**src/rtl/cmd_sequencer.sv**
```systemverilog
// Button front-end for the counter/display datapath: debounce, press arbitration,
// a small command FIFO and a one-command-per-tick issue sequencer.
`timescale 1ns/1ps
module cmd_sequencer #(
  parameter int unsigned p_debounce   = 16,
  parameter int unsigned p_fifo_depth = 4
) (
  input  logic       i_clk,
  input  logic       reset,
  input  logic       tick,
  input  logic       btn_set,
  input  logic       btn_left2,
  input  logic       btn_right1,
  input  logic       btn_dcrm,
  input  logic       btn_pause,
  input  logic       btn_nsyst,
  output logic       set,
  output logic       shift_left2,
  output logic       shift_right1,
  output logic       dcrm,
  output logic       input_pause,
  output logic       nsyst,
  output logic       busy,
  output logic [2:0] fifo_level,
  output logic       overflow
);

  localparam int unsigned NBTN  = 6;
  localparam int unsigned CNT_W = $clog2(p_debounce + 1);
  localparam int unsigned PTR_W = $clog2(p_fifo_depth);
  localparam int unsigned LVL_W = PTR_W + 1;

  localparam logic [1:0] S_IDLE = 2'd0;
  localparam logic [1:0] S_ARM  = 2'd1;
  localparam logic [1:0] S_GAP  = 2'd2;

  // Bit order: 0 set, 1 left2, 2 right1, 3 dcrm, 4 pause, 5 nsyst
  logic [NBTN-1:0]  w_btn_raw;
  logic [NBTN-1:0]  r_sync1, r_sync2, r_deb, r_deb_d;
  logic [CNT_W-1:0] r_cnt [NBTN];
  logic [NBTN-1:0]  w_press;

  logic             r_pause, r_nsyst, r_ovf;
  logic [3:0]       r_pend, w_grant, w_pend_next;
  logic [1:0]       w_wr_cmd;
  logic             w_wr, w_ovf;

  logic [1:0]       r_mem [p_fifo_depth];
  logic [PTR_W-1:0] r_wptr, r_rptr;
  logic [LVL_W-1:0] r_count;
  logic             w_full, w_empty, w_pop;

  logic [1:0]       r_state, w_state_next;
  logic [1:0]       r_cmd, w_cmd_next;
  logic [3:0]       r_lines, w_lines_next;
  logic             r_busy;

  assign w_btn_raw = {btn_nsyst, btn_pause, btn_dcrm, btn_right1, btn_left2, btn_set};
  assign w_press   = r_deb & ~r_deb_d;

  // Synchronize, then flip the debounced level after p_debounce stable cycles
  always_ff @(posedge i_clk) begin
    if (reset) begin
      r_sync1 <= '0;
      r_sync2 <= '0;
      r_deb   <= '0;
      r_deb_d <= '0;
      for (int i = 0; i < NBTN; i++) r_cnt[i] <= '0;
    end else begin
      r_sync1 <= w_btn_raw;
      r_sync2 <= r_sync1;
      r_deb_d <= r_deb;
      for (int i = 0; i < NBTN; i++) begin
        if (r_sync2[i] != r_deb[i]) begin
          if (r_cnt[i] == CNT_W'(p_debounce - 1)) begin
            r_deb[i] <= r_sync2[i];
            r_cnt[i] <= '0;
          end else begin
            r_cnt[i] <= r_cnt[i] + CNT_W'(1);
          end
        end else begin
          r_cnt[i] <= '0;
        end
      end
    end
  end

  assign w_full  = (r_count == LVL_W'(p_fifo_depth));
  assign w_empty = (r_count == '0);

  // Fixed-priority pick of one pending command per cycle while the FIFO has room
  always_comb begin
    w_grant  = '0;
    w_wr_cmd = 2'd0;
    if (!w_full) begin
      if (r_pend[0]) begin
        w_grant[0] = 1'b1;
        w_wr_cmd   = 2'd0;
      end else if (r_pend[1]) begin
        w_grant[1] = 1'b1;
        w_wr_cmd   = 2'd1;
      end else if (r_pend[2]) begin
        w_grant[2] = 1'b1;
        w_wr_cmd   = 2'd2;
      end else if (r_pend[3]) begin
        w_grant[3] = 1'b1;
        w_wr_cmd   = 2'd3;
      end
    end
    w_wr        = |w_grant;
    w_pend_next = (r_pend & ~w_grant) | w_press[3:0];
    w_ovf       = |(w_press[3:0] & r_pend & ~w_grant);
  end

  always_ff @(posedge i_clk) begin
    if (reset) begin
      r_pend  <= '0;
      r_ovf   <= 1'b0;
      r_pause <= 1'b0;
      r_nsyst <= 1'b0;
    end else begin
      r_pend <= w_pend_next;
      if (w_ovf)      r_ovf   <= 1'b1;
      if (w_press[4]) r_pause <= ~r_pause;
      if (w_press[5]) r_nsyst <= ~r_nsyst;
    end
  end

  // Payload storage needs no reset; occupancy and pointers define validity
  always_ff @(posedge i_clk) begin
    if (w_wr) r_mem[r_wptr] <= w_wr_cmd;
  end

  always_ff @(posedge i_clk) begin
    if (reset) begin
      r_wptr  <= '0;
      r_rptr  <= '0;
      r_count <= '0;
    end else begin
      if (w_wr)  r_wptr <= r_wptr + PTR_W'(1);
      if (w_pop) r_rptr <= r_rptr + PTR_W'(1);
      case ({w_wr, w_pop})
        2'b10:   r_count <= r_count + LVL_W'(1);
        2'b01:   r_count <= r_count - LVL_W'(1);
        default: r_count <= r_count;
      endcase
    end
  end

  // Issue FSM: a tick is only honoured once the line has been up for a full cycle
  always_comb begin
    w_state_next = r_state;
    w_pop        = 1'b0;
    case (r_state)
      S_IDLE: if (!w_empty && !r_pause) begin
        w_pop        = 1'b1;
        w_state_next = S_ARM;
      end
      S_ARM:   if (tick) w_state_next = S_GAP;
      S_GAP:   w_state_next = S_IDLE;
      default: w_state_next = S_IDLE;
    endcase
    w_cmd_next   = w_pop ? r_mem[r_rptr] : r_cmd;
    w_lines_next = '0;
    if (w_state_next == S_ARM) w_lines_next[w_cmd_next] = 1'b1;
  end

  always_ff @(posedge i_clk) begin
    if (reset) begin
      r_state <= S_IDLE;
      r_cmd   <= 2'd0;
      r_lines <= '0;
      r_busy  <= 1'b0;
    end else begin
      r_state <= w_state_next;
      r_cmd   <= w_cmd_next;
      r_lines <= w_lines_next;
      r_busy  <= (w_state_next != S_IDLE);
    end
  end

  assign set          = r_lines[0];
  assign shift_left2  = r_lines[1];
  assign shift_right1 = r_lines[2];
  assign dcrm         = r_lines[3];
  assign input_pause  = r_pause;
  assign nsyst        = r_nsyst;
  assign busy         = r_busy;
  assign fifo_level   = 3'(r_count);
  assign overflow     = r_ovf;

endmodule
```
**config.mk**
```make
export PLATFORM = sky130hd
export DESIGN_NAME = cmd_sequencer
export DESIGN_NICKNAME = d
export VERILOG_FILES = /design/src/rtl/cmd_sequencer.sv
export SDC_FILE = /design/constraint.sdc
export NUM_CORES = 1
export LEC_CHECK = 0
export ABC_CLOCK_PERIOD_IN_PS = 3000
export CORE_UTILIZATION = 33
export CTS_CLUSTER_SIZE = 14
export DETAILED_ROUTE_END_ITERATION = 10
export PLACE_DENSITY = 0.51
export SYNTH_ARGS = -nofsm -noshare
export SYNTH_HDL_FRONTEND = slang
export SYNTH_SLANG_ARGS = --single-unit
```
**constraint.sdc**
```tcl
create_clock -name i_clk -period 3 [get_ports i_clk]
set_clock_uncertainty 0.05 [all_clocks]
set_input_delay 0.3 -clock i_clk [delete_from_list [all_inputs] [get_ports i_clk]]
set_output_delay 0.3 -clock i_clk [all_outputs]
set_load 0.05 [all_outputs]
```
==> impl_metrics.json, run 1 <==
{
  "tns_ns": 0,
  "final_core_util_pct": 40.56,
  "root_buffer": "clkbuf_8",
  "timing.rr.start": "fifo_level[2]$_SDFFE_PP0P_",
  "cts_sinks": 87,
  "die_area_mm2": 0.01120,
  "clk_latency_ns": 0.35,
  "fin_crit_sh_pct": 81.65,
  "cts.repair.resized": 0,
  "crit_path_start_kind": "flop",
  "cts_buffers": 9,
  "worst-setup-path-type": "reg2reg",
  "nFillCells": 1021,
  "grt_usage_pct": 10.43,
  "timing.final.crit_period_ns": 2.449,
  "seq_area_frac_synth_pct": 59.63,
  "dr.pass1.iters": 4,
  "post_drt_wl_per_cell_um": 10.36,
  "arrival_ns": 2.68,
  "grt_max_degree": 45,
  "cts_tree": "built",
  "port_buffers": 19,
  "max_stage_delay_ns": 0.42,
  "yosys_warnings": 0,
  "cp-end-kind": "flop",
  "hp-class": "reg2reg",
  "antenna_found_initial": 0,
  "synth_top_area_share_pct": 32.07,
  "io_pins": 20,
  "final_cell_count_no_fill": 506,
  "dp_cells": 490,
  "hpwl_mm": 3.646,
  "regToRegSetupSlack_ns": 0.55,
  "crit_required_ns": 3.23,
  "tightest_slew_ns": 0.7958,
  "worstHoldStart": "r_sync1[3]$_SDFF_PP0_",
  "rr_worst_depth": 9,
  "whs_path_depth": 1,
  "met1_usage_pct": 12.32,
  "synth-seq-cells": 87,
  "status": "finished clean",
  "fin_nets": 392,
  "coreArea_mm2": 0.01037,
  "yosys.area.top_type": "edfxtp_1",
  "dr.first_iter.drc_count": 50,
  "power_leakage_nw": 1.604,
  "cp_cell_sequence": "or3b_1 > a21boi_2 > inv_1 > ha_1 > inv_1 > fa_1 > xor2_1 > or3_1 > a21oi_1",
  "post-cts-setup-buffers": 0,
  "synth-edff-count": 38,
  "yosys_most_used_dff": "dfxtp_1",
  "min_to": "r_sync2[3]$_SDFF_PP0_",
  "vias_per_cell": 4.208,
  "clkTransAtPathRegs_ns": 0.09,
  "cts_max_level": 3,
  "fp.dieW_um": 105.8,
  "critPathSlowestCell": "or3b_1",
  "finalSetupViolations": 0,
  "rsz0062_at_grt": "no",
  "num_vias": 2129,
  "synthTopCellsByArea": "edfxtp_1, dfxtp_1, ha_1",
  "place_congestion": 0.7499,
  "power_density_mw_per_mm2": 636.8,
  "worst_r2r_endpoint": "fifo_level[2]$_SDFFE_PP0P_",
  "route.detailed.drc": 0,
  "initial_core_util_pct": 34.31,
  "cts_max_path_buffers": 2,
  "row_count": 37,
  "drive_gt1_share_pct": 6.757,
  "syn_area_mm2": 0.003558,
  "synth_cell_types": 36,
  "hold_violations": 0,
  "dpl_cell_area_mm2": 0.004011,
  "path_max_fanout": 7,
  "async_flop_share_pct": 0,
  "antenna_left": 0,
  "antennaDiodeCount": 0,
  "timing.fmax_ghz": 0.4083,
  "synth_cells": 310,
  "hold_ws_ns": 0.3874,
  "maxSlewViolCount": 0,
  "max-cap-violations": 0,
  "use_met2_pct": 15.97,
  "peakVddDrop_mv": 0.2650,
  "fin_area_mm2": 0.004207,
  "grt_remaining_overflow": 0,
  "grt_pass1_vias": 2037,
  "syn_to_final_growth_pct": 18.21,
  "relSlewSlack_pct": 46.95,
  "crit_path_frequent_cell": "inv_1",
  "ctsHoldBuffers": 0,
  "top_usage_layer": "met2",
  "grtUsageMet3_pct": 4.638,
  "syn_area_per_cell_um2": 11.48,
  "grt_first_pass_wirelength_mm": 8.970,
  "finalWirelength_mm": 5.241,
  "die_h_um": 105.8
}
[worst max path at each step]
| stage | start | end | slack [ns] |
|---|---|---|---|
| floorplan | fifo_level[2]$_SDFFE_PP0P_ | fifo_level[2]$_SDFFE_PP0P_ | 0.37 |
| global placement | fifo_level[2]$_SDFFE_PP0P_ | fifo_level[2]$_SDFFE_PP0P_ | 0.62 |
| detailed placement | fifo_level[2]$_SDFFE_PP0P_ | fifo_level[2]$_SDFFE_PP0P_ | 0.56 |
| CTS | fifo_level[2]$_SDFFE_PP0P_ | fifo_level[2]$_SDFFE_PP0P_ | 0.53 |
| global route | fifo_level[2]$_SDFFE_PP0P_ | fifo_level[2]$_SDFFE_PP0P_ | 0.41 |
| finish | fifo_level[2]$_SDFFE_PP0P_ | fifo_level[2]$_SDFFE_PP0P_ | 0.55 |
[synth_stat cells (2+ instances only)]
library cell and number:
mux4_2 2, and2_1 5, or3_1 8, nor2b_1 20
xnor2_1 16, xor2_1 9, edfxtp_1 38, clkbuf_1 4
a21oi_1 10, o21ai_0 6, dfxtp_1 49, nand3_1 7
mux2i_1 8, nand2b_1 5, and3_1 6, nor2_1 55
inv_1 22, ha_1 17, nand2_1 6
[critical path: cells and delay by family, from the launching register on]
family	cells	cell delay [ns]
flops	1	0.41
buf+inv	2	0.15
compound gates	2	0.36
xor+xnor	1	0.16
simple gates	2	0.73
fa+ha+maj	2	0.54
[report_power, final]
| group | total (mW) | switching, mW | internal, mW | leakage [nW] |
|---|---|---|---|---|
| clock | 0.792 | 0.395 | 0.397 | 0.102 |
| sequential | 1.37 | 0.0553 | 1.31 | 0.782 |
| combinational | 0.516 | 0.304 | 0.212 | 0.720 |
[state kept, by name, summed over array words and instances (netlist names), named ones only]
register	cells
r_deb	6
r_mem	8
overflow	1
r_deb_d	6
r_lines	4
r_cmd	2
nsyst	1
r_wptr	2
r_cnt	30
r_rptr	2
r_sync1	6
fifo_level	3
input_pause	1
busy	1
r_state	2
r_pend	4
r_sync2	6
[layout by cell type (no fill, tap or decap), drive strengths merged]
cell type / n
a21boi: 1
nand3: 7
a31oi: 1
or3b: 1
or4bb: 1
nand2b: 5
and3: 6
and2: 6
mux4: 2
dfxtp: 49
clkbuf: 14
a41oi: 1
clkdlybuf4s50: 18
xnor2: 16
conb: 30
nand2: 7
mux2: 1
inv: 24
nor2b: 20
buf: 2
fa: 1
mux2i: 8
edfxtp: 38
nand4b: 1
nor3: 1
o21ai: 6
a21oi: 10
nor3b: 1
or3: 9
o32a: 1
clkinv: 1
ha: 17
nor2: 55
xor2: 9
[layout make-up]
cell class | count | area, um2 | share of cell area (%)
timing repair buffer | 20 | 192.7 | 4.581
tap | 136 | 170.2 | 4.045
clock buffer | 14 | 183.9 | 4.372
sequential | 87 | 2122 | 50.45
multi-input combinational | 224 | 1438 | 34.18
clock inverter | 2 | 11.26 | 0.2677
inverter | 23 | 88.84 | 2.112
[layer usage]
metal / vias to the layer above / share of wire, % / wire length (um)
li1: 1110 / - / -
met5: - / 0 / 0
met4: 0 / 1.9 / 102
met2: 24 / 43 / 2233
met3: 11 / 5.7 / 301
met1: 984 / 50 / 2603
[kinds of logic after synthesis]
group,count (synthesis),synth area share (%)
buf+inv,28,3.024
simple gates,120,17.33
mux,11,3.938
compound gates,20,3.270
flops,87,59.63
xor+xnor,25,6.153
fa+ha+maj,18,6.540
other cells,1,0.1054
[metrics by stage]
stage          total power [mW]  worst slack (ns)
2_1_floorplan             1.792            0.3706
3_3_place_gp              1.913            0.6217
3_5_place_dp              1.916            0.5594
4_1_cts                   2.723            0.5315
5_1_grt                   2.836            0.4063
6_report                  2.679            0.5506
(Power assumes the default switching activity.)
==> inputs of run 2 (changes only) <==
--- a/config.mk
+++ b/config.mk
@@ -5,7 +5,7 @@
 export SDC_FILE = /design/constraint.sdc
 export NUM_CORES = 1
 export LEC_CHECK = 0
-export ABC_CLOCK_PERIOD_IN_PS = 3000
+export ABC_CLOCK_PERIOD_IN_PS = 2350
 export CORE_UTILIZATION = 33
 export CTS_CLUSTER_SIZE = 14
 export DETAILED_ROUTE_END_ITERATION = 10
==> constraint.sdc (replaced) <==
create_clock -name i_clk -period 2.35 [get_ports i_clk]
set_clock_uncertainty 0.05 [all_clocks]
set_input_delay 0.235 -clock i_clk [delete_from_list [all_inputs] [get_ports i_clk]]
set_output_delay 0.235 -clock i_clk [all_outputs]
set_load 0.05 [all_outputs]
==> run 2 against run 1 <==
Count of clock-buffer cells in the layout fell by 5. Power is 32% higher. Global-route usage rose by 0.24 points. First-iteration DRC count up 30%. Die area did not move. Cell area grew 1.8%. Register-to-register slack lost 0.43 ns. Worst hold slack worse by 0.062 ns. Core utilization is 0.71 points higher. Critical path type unchanged. Largest power group unchanged. Highest routed layer unchanged.
==> impl_metrics.json, run 2 (same netlist as run 1, synthesis figures left out) <==
{
  "max_stage_delay_ns": 0.39,
  "antenna_left": 0,
  "layout_commonest_cell": "nor2_1",
  "top_regs": "r_cnt x30, r_mem x8",
  "row_count": 37,
  "multiInputGateArea_mm2": 0.001453,
  "initial_core_util_pct": 34.31,
  "tightest_slew_ns": 0.6100,
  "swShare_pct": 29.23,
  "rr_worst_depth": 9,
  "grt_remaining_overflow": 0,
  "p_seq_share_pct": 49.3,
  "port_buffers": 19,
  "coreArea_mm2": 0.01037,
  "cp_cell_sequence": "or3b_4 > a21boi_4 > inv_1 > ha_2 > inv_1 > fa_2 > xor2_1 > or3_1 > a21oi_1",
  "cts_max_path_buffers": 2,
  "arrival_ns": 2.46,
  "p_total_mw": 3.533,
  "crit_required_ns": 2.58,
  "regMostFlops": "r_cnt",
  "maxSlewViolCount": 0,
  "root_buffer": "clkbuf_8",
  "finalSetupViolations": 0,
  "relSlewSlack_pct": 59.34,
  "drive_gt1_share_pct": 10.37,
  "power_density_mw_per_mm2": 825.3,
  "num_vias": 2136,
  "hpwl_mm": 3.662,
  "die_h_um": 105.8,
  "route.detailed.drc": 0,
  "clkPwrFrac_pct": 30.0,
  "hp-class": "in2reg",
  "worst-setup-path-type": "reg2reg",
  "worstHoldStart": "reset",
  "cts_tree": "built",
  "regToRegSetupSlack_ns": 0.12,
  "clk_latency_ns": 0.35,
  "place_congestion": 0.7502,
  "cts_buffers": 9,
  "rsz0062_at_grt": "no",
  "fp.dieW_um": 105.8,
  "p_switching_mw": 1.033,
  "vias_per_cell": 4.172,
  "dpl_cell_area_mm2": 0.004053,
  "timing.final.crit_period_ns": 2.231,
  "status": "finished clean",
  "dr.first_iter.drc_count": 65,
  "cts_max_level": 3,
  "crit_path_start_kind": "flop",
  "final_core_util_pct": 41.28,
  "max-cap-violations": 0,
  "crit_path_frequent_cell": "inv_1",
  "clkTransAtPathRegs_ns": 0.09,
  "min_to": "r_deb[4]$_SDFFE_PP0N_",
  "antennaDiodeCount": 0,
  "hold_violations": 0,
  "timing.rr.start": "fifo_level[0]$_SDFFE_PP0P_",
  "tns_ns": 0,
  "timing.fmax_ghz": 0.4482,
  "regArea_mm2": 0.002131,
  "antenna_found_initial": 0,
  "ctsHoldBuffers": 0,
  "post_drt_wl_per_cell_um": 10.26,
  "cts_sinks": 87,
  "hold_ws_ns": 0.3254,
  "die_area_mm2": 0.01120,
  "power_leakage_nw": 1.651,
  "path_max_fanout": 2,
  "worst_r2r_endpoint": "fifo_level[2]$_SDFFE_PP0P_",
  "grt_max_degree": 37,
  "fin_nets": 398,
  "peakVddDrop_mv": 0.3795,
  "final_cell_mix": "nor2_1, dfxtp_1, edfxtp_1",
  "grt_usage_pct": 10.67,
  "largest_reg_flops": 30,
  "fin_crit_sh_pct": 94.94,
  "critPathSlowestCell": "or3b_4",
  "intPower_mw": 2.500,
  "finalWirelength_mm": 5.253,
  "grt_first_pass_wirelength_mm": 9.259,
  "whs_path_depth": 2,
  "syn_to_final_growth_pct": 20.29,
  "dr.pass1.iters": 4,
  "grt_pass1_vias": 2082,
  "fin_area_mm2": 0.004280,
  "p_comb_share_pct": 20.6,
  "nFillCells": 1053,
  "io_pins": 20,
  "cp-end-kind": "flop"
}
run 2: changes by cell type in the layout (fill, tap and decap cells not counted), moves of 2 or more:
cell | previous run | this run
buf_4 | 1 | 7
clkbuf_1 | 2 | 0
clkbuf_8 | 11 | 9
dfxtp_1 | 49 | 46
dfxtp_4 | 0 | 2
inv_6 | 0 | 3
run 2: critical path, delay by kind of cell (launching register included):
kind,cells,cell delay (ns)
and+or+nand+nor,2,0.70
DFF,1,0.35
AOI/OAI and AO/OA,2,0.26
xor gates and xnor gates,1,0.16
adders and majority gates,2,0.53
buffers and inverters,2,0.12
run 2: repair_timing:
| item | in CTS | in global routing |
|---|---|---|
| setup buffers | 0 | 3 |
| setup endpoints to repair | 1 | 1 |
| gates resized for setup | 2 | 0 |
| pin swaps | 0 | 1 |
| cloned | 0 | 0 |
run 2: worst max-delay path by stage:
| stage | startpoint | cells after the start | end |
|---|---|---|---|
| global placement | fifo_level[2]$_SDFFE_PP0P_ | 9 | fifo_level[2]$_SDFFE_PP0P_ |
| detailed placement | fifo_level[2]$_SDFFE_PP0P_ | 9 | fifo_level[2]$_SDFFE_PP0P_ |
| global route | fifo_level[0]$_SDFFE_PP0P_ | 9 | fifo_level[2]$_SDFFE_PP0P_ |
| CTS | fifo_level[2]$_SDFFE_PP0P_ | 9 | fifo_level[2]$_SDFFE_PP0P_ |
| floorplan | fifo_level[2]$_SDFFE_PP0P_ | 9 | fifo_level[2]$_SDFFE_PP0P_ |
| finish | fifo_level[0]$_SDFFE_PP0P_ | 9 | fifo_level[2]$_SDFFE_PP0P_ |
run 2: per-layer routing:
metal | GRT usage [%] | wire [um]
met3 | 3.772 | 210
met1 | 12.75 | 2543
met5 | 0 | 0
met2 | 17.09 | 2416
met4 | 5.060 | 82
run 2: area by class of cell:
| class | count | share of cell area, % |
|---|---|---|
| tap | 136 | 3.975 |
| clock inverter | 7 | 1.783 |
| sequential | 87 | 49.78 |
| inverter | 23 | 2.075 |
| clock buffer | 9 | 2.894 |
| timing repair buffer | 26 | 5.554 |
| multi-input combinational | 224 | 33.94 |
run 2: power groups by stage:
stage / combinational [mW] / clock (mW) / sequential (mW)
floorplan: 0.420 / 0 / 1.88
global placement: 0.695 / 0 / 1.78
detailed placement: 0.704 / 0 / 1.78
CTS: 0.725 / 1.11 / 1.75
global route: 0.806 / 1.17 / 1.76
finish: 0.728 / 1.06 / 1.74
run 2: per-stage QoR:
step	setup slack [ns]	cells
global placement	0.08791	493
global route	0.003785	512
detailed placement	-0.005685	493
CTS	0.02476	509
floorplan	0.006525	339
finish	0.1188	512
